### src/rtl/alu_pkg.sv
// Shared types and constants for the RV32I OP/OP-IMM issue path to the external ALU.
package alu_pkg;

  localparam int XLEN    = 32;
  localparam int RADDR_W = 5;

  typedef enum logic [2:0] {
    ALU_ADD = 3'b000,
    ALU_SUB = 3'b001,
    ALU_AND = 3'b010,
    ALU_OR  = 3'b011,
    ALU_XOR = 3'b100,
    ALU_SLL = 3'b101,
    ALU_SRL = 3'b110,
    ALU_SRA = 3'b111
  } alu_op_e;

  localparam logic [6:0] OPC_OP     = 7'b0110011;
  localparam logic [6:0] OPC_OP_IMM = 7'b0010011;

  typedef enum logic [1:0] {KIND_NORMAL, KIND_SLT, KIND_SLTU, KIND_ILLEGAL} kind_e;
  typedef enum logic [1:0] {ST_IDLE, ST_EXEC, ST_RESP} state_e;
  typedef enum logic [1:0] {OPB_RS2, OPB_IMM, OPB_SHAMT} opb_sel_e;

endpackage

### src/rtl/alu_issue_ctrl_if.sv
// Instruction-in / result-out handshake bundle for alu_issue_ctrl.
interface alu_issue_ctrl_if import alu_pkg::*; ();

  logic               in_valid;
  logic               in_ready;
  logic [XLEN-1:0]    in_instr;
  logic [XLEN-1:0]    in_rs1_data;
  logic [XLEN-1:0]    in_rs2_data;
  logic               res_valid;
  logic               res_ready;
  logic [RADDR_W-1:0] res_rd;
  logic [XLEN-1:0]    res_data;
  logic               res_illegal;

  modport master (
    output in_valid, in_instr, in_rs1_data, in_rs2_data, res_ready,
    input  in_ready, res_valid, res_rd, res_data, res_illegal
  );

  modport slave (
    input  in_valid, in_instr, in_rs1_data, in_rs2_data, res_ready,
    output in_ready, res_valid, res_rd, res_data, res_illegal
  );

endinterface

### src/rtl/alu_issue_ctrl_decode.sv
// Combinational decode of OP/OP-IMM fields into ALU opcode, operand-B source and result kind.
module alu_issue_ctrl_decode import alu_pkg::*; (
  input  logic [6:0] i_opc,
  input  logic [2:0] i_funct3,
  input  logic [6:0] i_funct7,
  output alu_op_e    o_alu_op,
  output opb_sel_e   o_opb_sel,
  output kind_e      o_kind
);

  logic w_is_op, w_is_imm, w_f7_zero, w_f7_alt, w_legal;
  kind_e w_kind;

  assign w_is_op   = (i_opc == OPC_OP);
  assign w_is_imm  = (i_opc == OPC_OP_IMM);
  assign w_f7_zero = (i_funct7 == 7'b0000000);
  assign w_f7_alt  = (i_funct7 == 7'b0100000);

  // NOTE: every output gets a default before the case so no latch is inferred.
  always_comb begin
    o_alu_op  = ALU_ADD;
    o_opb_sel = w_is_imm ? OPB_IMM : OPB_RS2;
    w_kind    = KIND_NORMAL;
    w_legal   = 1'b0;
    unique case (i_funct3)
      3'b000: begin
        o_alu_op = (w_is_op && w_f7_alt) ? ALU_SUB : ALU_ADD;
        w_legal  = w_is_imm || w_f7_zero || w_f7_alt;
      end
      3'b001: begin
        o_alu_op = ALU_SLL;
        if (w_is_imm) o_opb_sel = OPB_SHAMT;
        w_legal  = w_f7_zero;
      end
      3'b010: begin
        o_alu_op = ALU_SUB;
        w_kind   = KIND_SLT;
        w_legal  = w_is_imm || w_f7_zero;
      end
      3'b011: begin
        o_alu_op = ALU_SUB;
        w_kind   = KIND_SLTU;
        w_legal  = w_is_imm || w_f7_zero;
      end
      3'b100: begin o_alu_op = ALU_XOR; w_legal = w_is_imm || w_f7_zero; end
      3'b101: begin
        o_alu_op = w_f7_alt ? ALU_SRA : ALU_SRL;
        if (w_is_imm) o_opb_sel = OPB_SHAMT;
        w_legal  = w_f7_zero || w_f7_alt;
      end
      3'b110: begin o_alu_op = ALU_OR;  w_legal = w_is_imm || w_f7_zero; end
      default: begin o_alu_op = ALU_AND; w_legal = w_is_imm || w_f7_zero; end
    endcase
  end

  assign o_kind = ((w_is_op || w_is_imm) && w_legal) ? w_kind : KIND_ILLEGAL;

endmodule

### src/rtl/alu_issue_ctrl.sv
// Issues one OP/OP-IMM instruction at a time to an external combinational ALU and returns rd/result.
module alu_issue_ctrl import alu_pkg::*; (
  input  logic                clk,
  input  logic                rst_n,
  alu_issue_ctrl_if.slave     bus,
  output logic [2:0]          alu_opcode,
  output logic [XLEN-1:0]     alu_op_0,
  output logic [XLEN-1:0]     alu_op_1,
  input  logic [XLEN-1:0]     alu_out,
  input  logic                alu_negative
);

  state_e             r_state;
  kind_e              r_kind;
  logic [RADDR_W-1:0] r_rd;

  alu_op_e          w_dec_op;
  opb_sel_e         w_dec_opb;
  kind_e            w_dec_kind;
  logic [XLEN-1:0]  w_op_1;
  logic             w_lt;
  logic             w_unused;

  assign w_unused = ^bus.in_instr[19:15];

  alu_issue_ctrl_decode u_decode (
    .i_opc     (bus.in_instr[6:0]),
    .i_funct3  (bus.in_instr[14:12]),
    .i_funct7  (bus.in_instr[31:25]),
    .o_alu_op  (w_dec_op),
    .o_opb_sel (w_dec_opb),
    .o_kind    (w_dec_kind)
  );

  always_comb begin
    unique case (w_dec_opb)
      OPB_IMM:   w_op_1 = {{20{bus.in_instr[31]}}, bus.in_instr[31:20]};
      OPB_SHAMT: w_op_1 = {27'b0, bus.in_instr[24:20]};
      default:   w_op_1 = bus.in_rs2_data;
    endcase
  end

  // Mixed signs decide the compare directly, so SUB overflow never matters.
  assign w_lt = (alu_op_0[XLEN-1] != alu_op_1[XLEN-1])
              ? ((r_kind == KIND_SLT) ? alu_op_0[XLEN-1] : alu_op_1[XLEN-1])
              : alu_negative;

  // NOTE: sequential state uses non-blocking assignments so every register samples pre-edge values.
  always_ff @(posedge clk or negedge rst_n) begin
    if (!rst_n) begin
      r_state         <= ST_IDLE;
      r_kind          <= KIND_NORMAL;
      r_rd            <= '0;
      bus.in_ready    <= 1'b1;
      bus.res_valid   <= 1'b0;
      bus.res_rd      <= '0;
      bus.res_data    <= '0;
      bus.res_illegal <= 1'b0;
      alu_opcode      <= ALU_ADD;
      alu_op_0        <= '0;
      alu_op_1        <= '0;
    end else begin
      unique case (r_state)
        ST_IDLE: if (bus.in_valid) begin
          bus.in_ready <= 1'b0;
          r_rd         <= bus.in_instr[11:7];
          r_kind       <= w_dec_kind;
          if (w_dec_kind != KIND_ILLEGAL) begin
            alu_opcode <= w_dec_op;
            alu_op_0   <= bus.in_rs1_data;
            alu_op_1   <= w_op_1;
          end
          r_state <= ST_EXEC;
        end
        ST_EXEC: begin
          bus.res_valid   <= 1'b1;
          bus.res_rd      <= r_rd;
          bus.res_illegal <= (r_kind == KIND_ILLEGAL);
          unique case (r_kind)
            KIND_ILLEGAL:        bus.res_data <= '0;
            KIND_SLT, KIND_SLTU: bus.res_data <= {{(XLEN-1){1'b0}}, w_lt};
            default:             bus.res_data <= alu_out;
          endcase
          r_state <= ST_RESP;
        end
        ST_RESP: if (bus.res_ready) begin
          bus.res_valid <= 1'b0;
          bus.in_ready  <= 1'b1;
          r_state       <= ST_IDLE;
        end
        default: begin
          bus.res_valid <= 1'b0;
          bus.in_ready  <= 1'b1;
          r_state       <= ST_IDLE;
        end
      endcase
    end
  end

endmodule

### src/flat_wrapper.sv
// flat-port wrapper written by rule: the top's interface ports become plain ports
module alu_issue_ctrl_flat import alu_pkg::*;
  (clk, rst_n, alu_opcode, alu_op_0, alu_op_1, alu_out, alu_negative, bus_in_valid, bus_in_instr, bus_in_rs1_data, bus_in_rs2_data, bus_res_ready, bus_in_ready, bus_res_valid, bus_res_rd, bus_res_data, bus_res_illegal);
  alu_issue_ctrl_if bus_i ();
  input  logic clk;
  input  logic rst_n;
  output logic [2:0] alu_opcode;
  output logic [XLEN-1:0] alu_op_0;
  output logic [XLEN-1:0] alu_op_1;
  input  logic [XLEN-1:0] alu_out;
  input  logic alu_negative;
  input wire logic [$bits(bus_i.in_valid)-1:0] bus_in_valid;
  input wire logic [$bits(bus_i.in_instr)-1:0] bus_in_instr;
  input wire logic [$bits(bus_i.in_rs1_data)-1:0] bus_in_rs1_data;
  input wire logic [$bits(bus_i.in_rs2_data)-1:0] bus_in_rs2_data;
  input wire logic [$bits(bus_i.res_ready)-1:0] bus_res_ready;
  output wire logic [$bits(bus_i.in_ready)-1:0] bus_in_ready;
  output wire logic [$bits(bus_i.res_valid)-1:0] bus_res_valid;
  output wire logic [$bits(bus_i.res_rd)-1:0] bus_res_rd;
  output wire logic [$bits(bus_i.res_data)-1:0] bus_res_data;
  output wire logic [$bits(bus_i.res_illegal)-1:0] bus_res_illegal;
  assign bus_i.in_valid = bus_in_valid;
  assign bus_i.in_instr = bus_in_instr;
  assign bus_i.in_rs1_data = bus_in_rs1_data;
  assign bus_i.in_rs2_data = bus_in_rs2_data;
  assign bus_i.res_ready = bus_res_ready;
  assign bus_in_ready = bus_i.in_ready;
  assign bus_res_valid = bus_i.res_valid;
  assign bus_res_rd = bus_i.res_rd;
  assign bus_res_data = bus_i.res_data;
  assign bus_res_illegal = bus_i.res_illegal;
  alu_issue_ctrl u_core (.clk(clk), .rst_n(rst_n), .bus(bus_i), .alu_opcode(alu_opcode), .alu_op_0(alu_op_0), .alu_op_1(alu_op_1), .alu_out(alu_out), .alu_negative(alu_negative));
endmodule
### config.mk
export PLATFORM = sky130hd
export DESIGN_NAME = alu_issue_ctrl_flat
export DESIGN_NICKNAME = d
export VERILOG_FILES = /design/src/rtl/alu_pkg.sv /design/src/rtl/alu_issue_ctrl_if.sv /design/src/rtl/alu_issue_ctrl_decode.sv /design/src/rtl/alu_issue_ctrl.sv /design/src/flat_wrapper.sv
export SDC_FILE = /design/constraint.sdc
export NUM_CORES = 1
export LEC_CHECK = 0
export CAP_MARGIN = 20
export CORE_UTILIZATION = 45
export CTS_BUF_LIST = sky130_fd_sc_hd__clkbuf_4
export DETAILED_ROUTE_END_ITERATION = 10
export PLACE_DENSITY = 0.88
export SLEW_MARGIN = 20
export SYNTH_ARGS = -nofsm -noshare
export SYNTH_HDL_FRONTEND = slang
export SYNTH_SLANG_ARGS = --single-unit
export TNS_END_PERCENT = 20
### constraint.sdc
create_clock -name clk -period 4.3 [get_ports clk]
set_input_delay 1.075 -clock clk [delete_from_list [all_inputs] [get_ports clk]]
set_output_delay 1.075 -clock clk [all_outputs]
set_load 0.03 [all_outputs]
==> reports/qor.yml, run 1 <==
global_route:
  grt_pass1_wl_microns: 20400
  grt_pass1_vias: 4169
  grt_antenna_before_repair: 0
  track_usage_pct: 23.3
  grt_max_degree: 78
  overflow: 0
die:
  design.core.area_sq_mm: 0.0108
  start_util_pct: 46.2
  die_h_microns: 107
  die_area_sq_mm: 0.0115
  ios: 240
  fp.dieW_microns: 107
  rows: 38
worst_setup_path:
  worstPathCellList: "clkdlybuf4s50_1, and2b_1, nor2_1, o2111ai_4, buf_12, mux2_2"
  critPathRequiredTime_ns: 4.65
  crit_slowest_cell: "clkdlybuf4s50_1"
  worstSetupStartpointType: "input port"
  reg2reg_slack_ns: 1.80
  crit_fanout: 52
  r2r-start: "u_core.r_state[0]"
  end_kind: "flop"
  crit_buf_inv: 2
  cpLargestDelayFamily: "buffers and inverters"
  path_class: "in -> reg"
  worstPathArrival_ns: 3.44
  r2r-end: "u_core.alu_op_1[10]"
  cpPeakStageDelay_ns: 0.61
  ff2ff_path_depth: 5
drt:
  vias: 3986
  first_pass_iters: 4
  via_per_inst: 5.11
  routed_wl_microns: 12900
  avgRoutedWirePerCell_microns: 16.6
  drc: 0
  ant_nets: 0
  drt_iter0_markers: 219
placement:
  dpl.hpwl_microns: 9530
  dpl_worst_slack_ns: 0.710
  portBuffers: 234
  routabilityCongestion: 0.783
  dpl.cell_count: 748
  placed_cell_area_sq_mm: 0.00743
synth:
  synth_common_cells: "dfrtp_1, mux2_2, nand2_1"
  async_flop_share_pct: 100
  synth_top_area_share_pct: 57.7
  ys_seq_area_share_pct: 58.3
  yosys_warnings: 0
  ys.flop_type: "dfrtp_1"
  yosysUniqueCellTypes: 39
  syn_inst: 397
  synth_edf_count: 0
  ys_ff_latch: 116
  syn_area_sq_mm: 0.00498
  synth_area_leaders: "dfrtp_1, mux2_2, nand2_1"
  syn_avg_cell_area_sq_um: 12.6
  yosysTopAreaCell: "dfrtp_1"
  syn_nets: 533
  synth_most_common_cell: "dfrtp_1"
timing:
  tightest_slew_ns: 0.954
  finalCriticalPeriod_ns: 3.08
  tns_ns: 0
  fin_ws_ns: 1.22
  max_freq_mhz: 325
  drv_slew: 0
  finClkSkew_ns: 0.0134
  finalSetupViolCount: 0
  max-slew-margin-rel_pct: 36.4
  rsz0062_at_grt: "false"
  fin_crit_sh_pct: 71.7
  whs_ns: 0.490
  finalHoldViolCount: 0
clocking:
  cts.sinks: 116
  cts_max_level: 4
  cts_buffers: 17
  clk_path_buf_depth: 2
  cts_tree: "yes"
  cts_hold_buf: 0
  cts_setup_buffers: 0
  path_clk_slew_ns: 0.11
  clk_latency_ns: 0.48
  cts-root-buf: "clkbuf_4"
  cts_resized: 0
power_and_ir_drop:
  vdd_drop_max_mv: 0.244
  finalPower_mw: 2.87
  p_per_area_mw_per_mm2: 369
  p_leak_nw: 3.54
cells_and_area:
  final_cells: 780
  fin_util_pct: 72.1
  nets: 763
  fill_cells: 741
  final_area_sq_mm: 0.00778
  drive_gt1_share_pct: 19.7
  diodes: 0
  syn_to_final_growth_pct: 56.1
min_path:
  hold_path_startpoint: "u_core.bus.res_data[7]"
  whs_path_depth: 2
  hold-path-endpoint: "u_core.bus.res_data[7]"
  hp-class: "reg -> reg"
job:
  maxCapViolCount: 0
status:
  status: "finished, final reports clean"
==> area by class of cell <==
| type | instances | area, sq um | area share [%] |
|---|---|---|---|
| flip-flops and latches | 116 | 2900 | 37.3 |
| repair buffers | 239 | 2390 | 30.7 |
| multi-input cells | 248 | 1950 | 25.1 |
| clock inverters | 12 | 188 | 2.41 |
| well taps | 140 | 175 | 2.25 |
| clock buffers | 20 | 150 | 1.93 |
| inverters | 5 | 18.8 | 0.241 |
==> worst max-delay path by stage <==
stage	start	endpoint	slack (ns)	cells after the start
final	bus_in_instr[12]	u_core.alu_op_0[10]	1.22	6
after global routing	bus_in_instr[12]	u_core.alu_op_0[12]	1.18	6
after CTS	bus_in_instr[12]	u_core.alu_op_0[10]	1.25	6
after detailed placement	bus_in_instr[26]	u_core.alu_op_1[6]	0.71	6
after global placement	bus_in_instr[26]	u_core.alu_op_1[7]	0.76	6
after floorplan	bus_in_instr[26]	u_core.alu_op_1[10]	1.62	6
==> registers in the layout, summed over array words and instances, names as in the netlist <==
signal                  cells
u_core.bus.in_ready         1
u_core.bus.res_illegal      1
u_core.alu_opcode           3
u_core.bus.res_valid        1
u_core.r_state              2
u_core.r_kind               2
u_core.alu_op_1            32
u_core.bus.res_rd           5
u_core.bus.res_data        32
u_core.r_rd                 5
u_core.alu_op_0            32
==> placed cells by master, fill, tap and decap left out, types with 2 or more instances in the layout <==
| cell type | count |
|---|---|
| a22o_1 | 27 |
| buf_4 | 5 |
| bufinv_16 | 5 |
| clkbuf_4 | 20 |
| clkdlybuf4s50_1 | 233 |
| clkinv_1 | 3 |
| clkinv_2 | 2 |
| dfrtp_1 | 115 |
| ha_1 | 2 |
| inv_1 | 5 |
| mux2_2 | 71 |
| mux2_4 | 10 |
| mux2i_1 | 3 |
| nand2_1 | 66 |
| nor2_1 | 6 |
| nor2b_1 | 2 |
| o21ai_0 | 34 |
| o22a_1 | 2 |
==> power breakdown <==
part	internal (mW)	switching (mW)
registers	1.20	0.0632
logic	0.336	0.345
clock network	0.534	0.399
total	2.07	0.808
==> worst reg2reg max path: stages, from the launching register on <==
cell and delay, ns:
dfrtp_1 0.47, nand2b_1 0.21, nor2_2 0.46, o2111ai_4 0.50
buf_12 0.36, mux2_4 0.37
==> logic make-up (layout without fill, tap and decap cells) <==
kind of cell,count (synthesis),in the layout,synth area share (%)
flip-flops,116,116,58.3
AND/OR/NAND/NOR,88,88,8.16
multiplexers,84,84,19.7
AO/OA/AOI/OAI,72,72,10.0
buffers and inverters,33,276,2.99
adder cells (fa/ha/maj),3,3,0.753
XOR/XNOR,1,1,0.176
==> layer usage <==
layer / track usage [%] / wire length (microns) / vias up
met5: 0 / 0 / -
met4: 8.32 / 164 / 0
met3: 8.90 / 1130 / 15
met2: 40.2 / 6570 / 166
met1: 26.2 / 5060 / 1946
li1: - / - / 1859
(Power assumes the default switching activity.)
==> run 2: changes to the inputs <==
--- a/config.mk
+++ b/config.mk
@@ -6,10 +6,10 @@
 export NUM_CORES = 1
 export LEC_CHECK = 0
 export CAP_MARGIN = 20
-export CORE_UTILIZATION = 45
+export CORE_UTILIZATION = 38
 export CTS_BUF_LIST = sky130_fd_sc_hd__clkbuf_4
 export DETAILED_ROUTE_END_ITERATION = 10
-export PLACE_DENSITY = 0.88
+export PLACE_DENSITY = 0.8
 export SLEW_MARGIN = 20
 export SYNTH_ARGS = -nofsm -noshare
 export SYNTH_HDL_FRONTEND = slang
==> constraint.sdc (replaced) <==
create_clock -name clk -period 2.55 [get_ports clk]
set_input_delay 0.6375 -clock clk [delete_from_list [all_inputs] [get_ports clk]]
set_output_delay 0.6375 -clock clk [all_outputs]
set_load 0.03 [all_outputs]
==> run 2 against run 1 <==
Effect of this change: die area up 18%; hold slack got worse by 0.43 ns; final cell count is 6.2% higher; sequential power increased by 68%; clock power is 21% higher; non-clock buffer count up 17; flip-flop and latch count is the same; core utilization shrank 10 points; routed wire length rose by 0.88%; first-iteration DRC count down 52%; total power increased by 54%; cell area up 0.96%.
==> reports/qor.yml, run 2 (same netlist as run 1, synthesis figures left out) <==
clocking:
  cts_max_level: 4  # unchanged
  cts-root-buf: "clkbuf_4"
  cts_tree: "yes"
  cts_buffers: 17  # unchanged
  path_clk_slew_ns: 0.10  # about the same
  cts_resized: 0  # unchanged
  clk_latency_ns: 0.50  # +0.02 ns
  cts.sinks: 116  # unchanged
  cts_hold_buf: 0  # unchanged
  clk_path_buf_depth: 2  # unchanged
  cts_setup_buffers: 0  # unchanged
placement:
  dpl.hpwl_microns: 9720  # +2.0%
  routabilityCongestion: 0.792  # +1.2%
  portBuffers: 234  # unchanged
  dpl.cell_count: 797  # +6.6%
global_route:
  grt_pass1_wl_microns: 20300  # -0.68%
  track_usage_pct: 19.8  # -3.5 points
  grt_max_degree: 57  # -27%
  grt_pass1_vias: 4142  # -0.65%
  grt_antenna_before_repair: 0  # unchanged
  overflow: 0  # unchanged
power_and_ir_drop:
  combPwrFrac_pct: 26.5  # +2.8 points
  power_frac_seq_pct: 47.9  # +4.1 points
  internal_power_mw: 3.07  # +49%
  vdd_drop_max_mv: 0.332  # +36%
  p_per_area_mw_per_mm2: 562  # +52%
  power.switching_mw: 1.35  # +67%
  switching_share_pct: 30.5  # +2.4 points
  p_leak_nw: 3.57  # +0.94%
  p_clk_share_pct: 25.6  # -6.9 points
worst_setup_path:
  cpLargestDelayFamily: "buffers and inverters"
  crit_buf_inv: 1  # -1
  crit_slowest_cell: "clkdlybuf4s50_1"
  cp-startpoint: "u_core.bus.in_ready"
  cpPeakStageDelay_ns: 0.67  # +0.06 ns
  r2r-end: "u_core.bus.res_data[19]"
  end_kind: "output port"
  r2r-start: "u_core.r_state[1]"
  path_class: "reg -> out"
  worstPathCellList: "clkdlybuf4s50_1"
  critPathCapture: "bus_in_ready"
  reg2reg_slack_ns: 0.77  # -1.03 ns
  ff2ff_path_depth: 3  # -2
  crit_fanout: 3  # -94%
  worstSetupStartpointType: "flop"
  critPathRequiredTime_ns: 1.91  # -2.74 ns
  path_depth: 1  # -5
  worstPathArrival_ns: 1.73  # -1.71 ns
drt:
  via_per_inst: 4.84  # -5.2%
  routed_wl_microns: 13000  # +0.88%
  routed.top_layer: "met4"
  dr_wl_met3_microns: 1300  # +15%
  drt_iter0_markers: 106  # -52%
  avgRoutedWirePerCell_microns: 15.7  # -5.0%
  routedLengthMet1_microns: 4860  # -4.0%
  first_pass_iters: 4  # unchanged
  route.met2.wl_microns: 6580  # +0.27%
  vias: 4010  # +0.60%
  drc: 0  # unchanged
  ant_nets: 0  # unchanged
die:
  design.core.area_sq_mm: 0.0127  # +18%
  rows: 41  # +7.9%
  ios: 240  # unchanged
  die_h_microns: 117  # +8.7%
  fp.dieW_microns: 117  # +8.7%
  die_area_sq_mm: 0.0136  # +18%
  start_util_pct: 39.2  # -7.0 points
cells_and_area:
  layout_commonest_cell: "clkdlybuf4s50_1"
  final_cells: 828  # +6.2%
  final_cell_mix: "clkdlybuf4s50_1, dfrtp_1, mux2_2, nand2_1, o21ai_0"
  fill_cells: 1051  # +42%
  drive_gt1_share_pct: 21.3  # +1.7 points
  top_regs: "u_core.alu_op_0 x32, u_core.alu_op_1 x32, u_core.bus.res_data x32"
  syn_to_final_growth_pct: 57.6
  nets: 780  # +2.2%
  diodes: 0  # unchanged
timing:
  finalSetupViolCount: 0  # unchanged
  finalCriticalPeriod_ns: 2.36
  max-slew-margin-rel_pct: 44.5  # +8.1 points
  max_freq_mhz: 423
  rsz0062_at_grt: "false"
  drv_slew: 0  # unchanged
  tns_ns: 0  # unchanged
  finClkSkew_ns: 0.00895  # -0.00450 ns
  fin_crit_sh_pct: 92.7
  tightest_slew_ns: 0.833  # -0.121 ns
  finalHoldViolCount: 0  # unchanged
job:
  maxCapViolCount: 0  # unchanged
min_path:
  hp-class: "in -> async"
status:
  status: "finished, final reports clean"
-- run 2: cell types whose count changed in the layout (fill, tap and decap cells not counted), sizes merged --
cell,before,now
clkinv,6,9
clkinvlp,1,3
bufinv,5,1
buf,6,23
clkbuf,20,18
-- run 2: worst min-delay path by stage --
stage                                        from                 endpoint  slack, ns  cells after the start
after CTS                                   rst_n     u_core.bus.res_rd[0]      0.007                      1
after detailed placement     u_core.bus.res_valid     u_core.bus.res_valid       0.47                      1
final                                       rst_n           u_core.r_rd[0]       0.06                      1
after global placement    u_core.bus.res_data[26]  u_core.bus.res_data[26]       0.46                      2
after global routing                        rst_n           u_core.r_rd[3]       0.03                      1
after floorplan                             rst_n       u_core.alu_op_0[0]       0.34                      0
-- run 2: layout make-up --
cell class / instances / area [sq um] / area share (%)
Tap cell: 172 / 215 / 2.74
Clock inverter: 13 / 93.8 / 1.19
Clock buffer: 18 / 135 / 1.72
Sequential cell: 116 / 2900 / 37.0
Inverter: 5 / 18.8 / 0.239
Timing Repair Buffer: 256 / 2540 / 32.4
Multi-Input combinational cell: 248 / 1950 / 24.8
-- run 2: through the flow --
step	area (sq um)	worst slack, ns	utilization [%]	total power, mW	hold WS (ns)
after floorplan	4980	0.308	-	2.74	0.342
after global placement	7630	-0.157	59.9	3.29	0.464
after detailed placement	7630	-0.181	59.9	3.33	0.469
after CTS	7860	0.103	61.7	4.49	0.00731
after global routing	7860	0.0734	61.7	4.66	0.0266
final	7860	0.186	61.7	4.42	0.0618
-- run 2: per-layer routing --
metal	global-route usage, %	up-vias
met3	8.30	24
met4	9.45	0
met1	21.1	1930
met5	0	-
met2	33.9	171
li1	-	1885
-- run 2: power groups by stage --
stage	combinational, mW	sequential [mW]	clock, mW
after floorplan	0.358	2.38	0
after global placement	1.15	2.14	0
after detailed placement	1.18	2.16	0
after CTS	1.18	2.12	1.19
after global routing	1.26	2.14	1.26
final	1.17	2.12	1.13
==> run 3: changes to the inputs <==
--- a/config.mk
+++ b/config.mk
@@ -5,11 +5,12 @@
 export SDC_FILE = /design/constraint.sdc
 export NUM_CORES = 1
 export LEC_CHECK = 0
+export ABC_AREA = 1
 export CAP_MARGIN = 20
-export CORE_UTILIZATION = 38
+export CORE_UTILIZATION = 39
 export CTS_BUF_LIST = sky130_fd_sc_hd__clkbuf_4
 export DETAILED_ROUTE_END_ITERATION = 10
-export PLACE_DENSITY = 0.8
+export PLACE_DENSITY = 0.81
 export SLEW_MARGIN = 20
 export SYNTH_ARGS = -nofsm -noshare
 export SYNTH_HDL_FRONTEND = slang
==> run 3 against run 2 <==
Effect of this change: global-route usage rose by 1.4 points; largest power group unchanged; clock skew rose by 0.0032 ns; clock-buffer cell count fell by 1; largest cell class unchanged; sequential power fell by 4%; critical path depth did not move; worst setup slack got worse by 0.015 ns; critical endpoint unchanged; cell area rose by 1.4%; maximum frequency fell by 0.62%; total power fell by 4.2%.
==> reports/qor.yml, run 3 <==
global_route:
  busiest_layer: "met2"
  grt_pass1_wl_microns: 21800  # +7.6%
  grt_max_degree: 42  # -26%
  track_usage_pct: 21.2  # +1.4 points
  grt_use_met3_pct: 9.42  # +1.1 points
  grt_pass1_vias: 4408  # +6.4%
  grt_antenna_before_repair: 0  # unchanged
  met2_usage_pct: 34.5  # +0.59 points
  met1_usage_pct: 24.9  # +3.9 points
  overflow: 0  # unchanged
die:
  ios: 240  # unchanged
  start_util_pct: 40.4  # +1.2 points
  design.core.area_sq_mm: 0.0128  # +0.40%
  rows: 41  # unchanged
  die_h_microns: 117  # +0.37%
  fp.dieW_microns: 117  # +0.37%
  die_area_sq_mm: 0.0137  # +0.75%
synth:
  yosysTopAreaCell: "dfrtp_1"
  synth_area_leaders: "dfrtp_1, nand2_1, nand3_1"
  syn_avg_cell_area_sq_um: 8.02  # -36%
  syn_nets: 779  # +46%
  syn_area_sq_mm: 0.00515  # +3.4%
  synth_edf_count: 0  # unchanged
  syn_inst: 643  # +62%
  yosys_warnings: 0  # unchanged
  async_flop_share_pct: 100  # unchanged
  synth_most_common_cell: "nand2_1"
  synth_common_cells: "nand2_1, dfrtp_1, nand3_1"
  ys_seq_area_share_pct: 56.3  # -1.9 points
  ys.flop_type: "dfrtp_1"
  synth_top_area_share_pct: 55.8  # -1.9 points
  ys_ff_latch: 116  # unchanged
  yosysUniqueCellTypes: 25  # -36%
worst_setup_path:
  path_class: "reg -> out"
  crit_slowest_cell: "clkdlybuf4s50_1"
  crit_fanout: 2  # -1
  worstPathArrival_ns: 1.74  # about the same
  worstSetupStartpointType: "flop"
  cpPeakStageDelay_ns: 0.67  # about the same
  end_kind: "output port"
  cpLargestDelayFamily: "buffers and inverters"
  critPathRequiredTime_ns: 1.91  # about the same
  crit_buf_inv: 1  # unchanged
  worstPathCellList: "clkdlybuf4s50_1"
placement:
  routabilityCongestion: 0.789  # -0.40%
  portBuffers: 234  # unchanged
  dpl.hpwl_microns: 10300  # +5.6%
  placed_cell_area_sq_mm: 0.00770  # +1.0%
  dpl.cell_count: 1031  # +29%
drt:
  via_per_inst: 4.59  # -5.2%
  avgRoutedWirePerCell_microns: 13.4  # -15%
  vias: 4879  # +22%
  first_pass_iters: 5  # +1
  drc: 0  # unchanged
  routed_wl_microns: 14300  # +9.6%
  drt_iter0_markers: 228  # +120%
  ant_nets: 0  # unchanged
clocking:
  clk_latency_ns: 0.53  # +0.03 ns
  cts_max_level: 4  # unchanged
  path_clk_slew_ns: 0.11  # about the same
  cts_buffers: 17  # unchanged
  cts_resized: 0  # unchanged
  cts_setup_buffers: 0  # unchanged
  cts-root-buf: "clkbuf_4"
  cts_tree: "yes"
  clk_path_buf_depth: 2  # unchanged
  cts_hold_buf: 0  # unchanged
  cts.sinks: 116  # unchanged
timing:
  finClkSkew_ns: 0.0122  # +0.00321 ns
  whs_ns: 0.0847  # +0.0229 ns
  finalSetupViolCount: 0  # unchanged
  fin_crit_sh_pct: 93.3  # +0.58 points
  drv_slew: 0  # unchanged
  tightest_slew_ns: 0.843  # +0.0104 ns
  finalHoldViolCount: 0  # unchanged
  rsz0062_at_grt: "false"
  finalCriticalPeriod_ns: 2.38  # +0.0147 ns
  max_freq_mhz: 420  # -0.62%
  tns_ns: 0  # unchanged
  max-slew-margin-rel_pct: 43.8  # -0.69 points
min_path:
  hp-class: "in -> async"
cells_and_area:
  fill_cells: 1109  # +5.5%
  layout_commonest_cell: "nand2_1"
  nets: 1014  # +30%
  final_area_sq_mm: 0.00797  # +1.4%
  syn_to_final_growth_pct: 54.6
  final_cells: 1063  # +28%
  top_regs: "u_core.alu_op_0 x32, u_core.alu_op_1 x32, u_core.bus.res_data x32"
  drive_gt1_share_pct: 7.07  # -14 points
  diodes: 0  # unchanged
  final_cell_mix: "nand2_1, clkdlybuf4s50_1, dfrtp_1, nand3_1, inv_1"
status:
  status: "finished, final reports clean"
job:
  maxCapViolCount: 0  # unchanged
power_and_ir_drop:
  vdd_drop_max_mv: 0.279  # -16%
  p_per_area_mw_per_mm2: 531  # -5.5%
  p_leak_nw: 4.12  # +15%
## run 3: changes by cell type after synthesis, sizes merged, moves of 3 or more
cell and change:
nand2 +282, mux2 -81, nand3 +78, a22o -27
inv +21, o21ai -20, buf +7, nor2 +7
a21oi +4, mux2i -3
## run 3: where the power goes
part           internal [mW]  total [mW]  switching, mW  leakage (nW)
combinational          0.406       0.922          0.516          2.39
sequential              1.96        2.03         0.0672          1.58
clock                  0.569        1.28          0.709         0.138
total                   2.94        4.23           1.29          4.12
## run 3: layer usage
metal  part of all wire (%)  vias to the layer above  wire [microns]
met5                      0                        -               0
met4                    1.2                        0             170
met3                     11                       13            1570
met2                     46                      191            6560
met1                     42                     2193            5990
li1                       -                     2482               -
## run 3: area by class of cell
class                   instances  area (sq um)  share of cell area [%]
clock buffers                  17           128                    1.60
clock inverters                15           139                    1.74
inverters                      26          97.6                    1.22
multi-input cells             467          1980                    24.8
flip-flops and latches        116          2900                    36.4
well taps                     172           215                    2.70
repair buffers                250          2510                    31.5
## run 3: worst register-to-register path: stages, from the launching register on
cell and delay, ns:
dfrtp_1 0.41, inv_1 0.08, ha_1 0.71, buf_4 0.28, nand3_1 0.09, nand2_1 0.09
## run 3: final timing paths
path / start / cells after the start / slack [ns] / to
min in group clk: u_core.alu_op_0[3] / 2 / 0.48 / u_core.alu_op_0[3]
min: rst_n / 1 / 0.08 / u_core.bus.res_data[26]
max reg2reg: u_core.r_kind[0] / 5 / 0.82 / u_core.bus.res_data[11]
max in group asynchronous: rst_n / 2 / 1.82 / u_core.bus.res_data[7]
min reg2reg: u_core.alu_op_0[3] / 2 / 0.48 / u_core.alu_op_0[3]
max: u_core.bus.in_ready / 1 / 0.17 / bus_in_ready
## run 3: cell families (layout without fill, tap and decap cells)
family          after synthesis  after routing  synth area share [%]
flops                       116            116                  56.3
buf+inv                      60            308                  5.39
simple gates                444            444                  35.3
fa+ha+maj                     3              3                 0.728
xor+xnor                      1              1                 0.170
compound gates               19             19                  2.06
## run 3: per-stage QoR
stage	utilization, %	total power [mW]	setup WS, ns
CTS	62.4	4.29	0.122
finish	62.4	4.23	0.171
detailed placement	60.3	2.99	0.229
global placement	60.3	2.98	0.255
global route	62.4	4.47	0.0872
floorplan	-	2.52	0.858
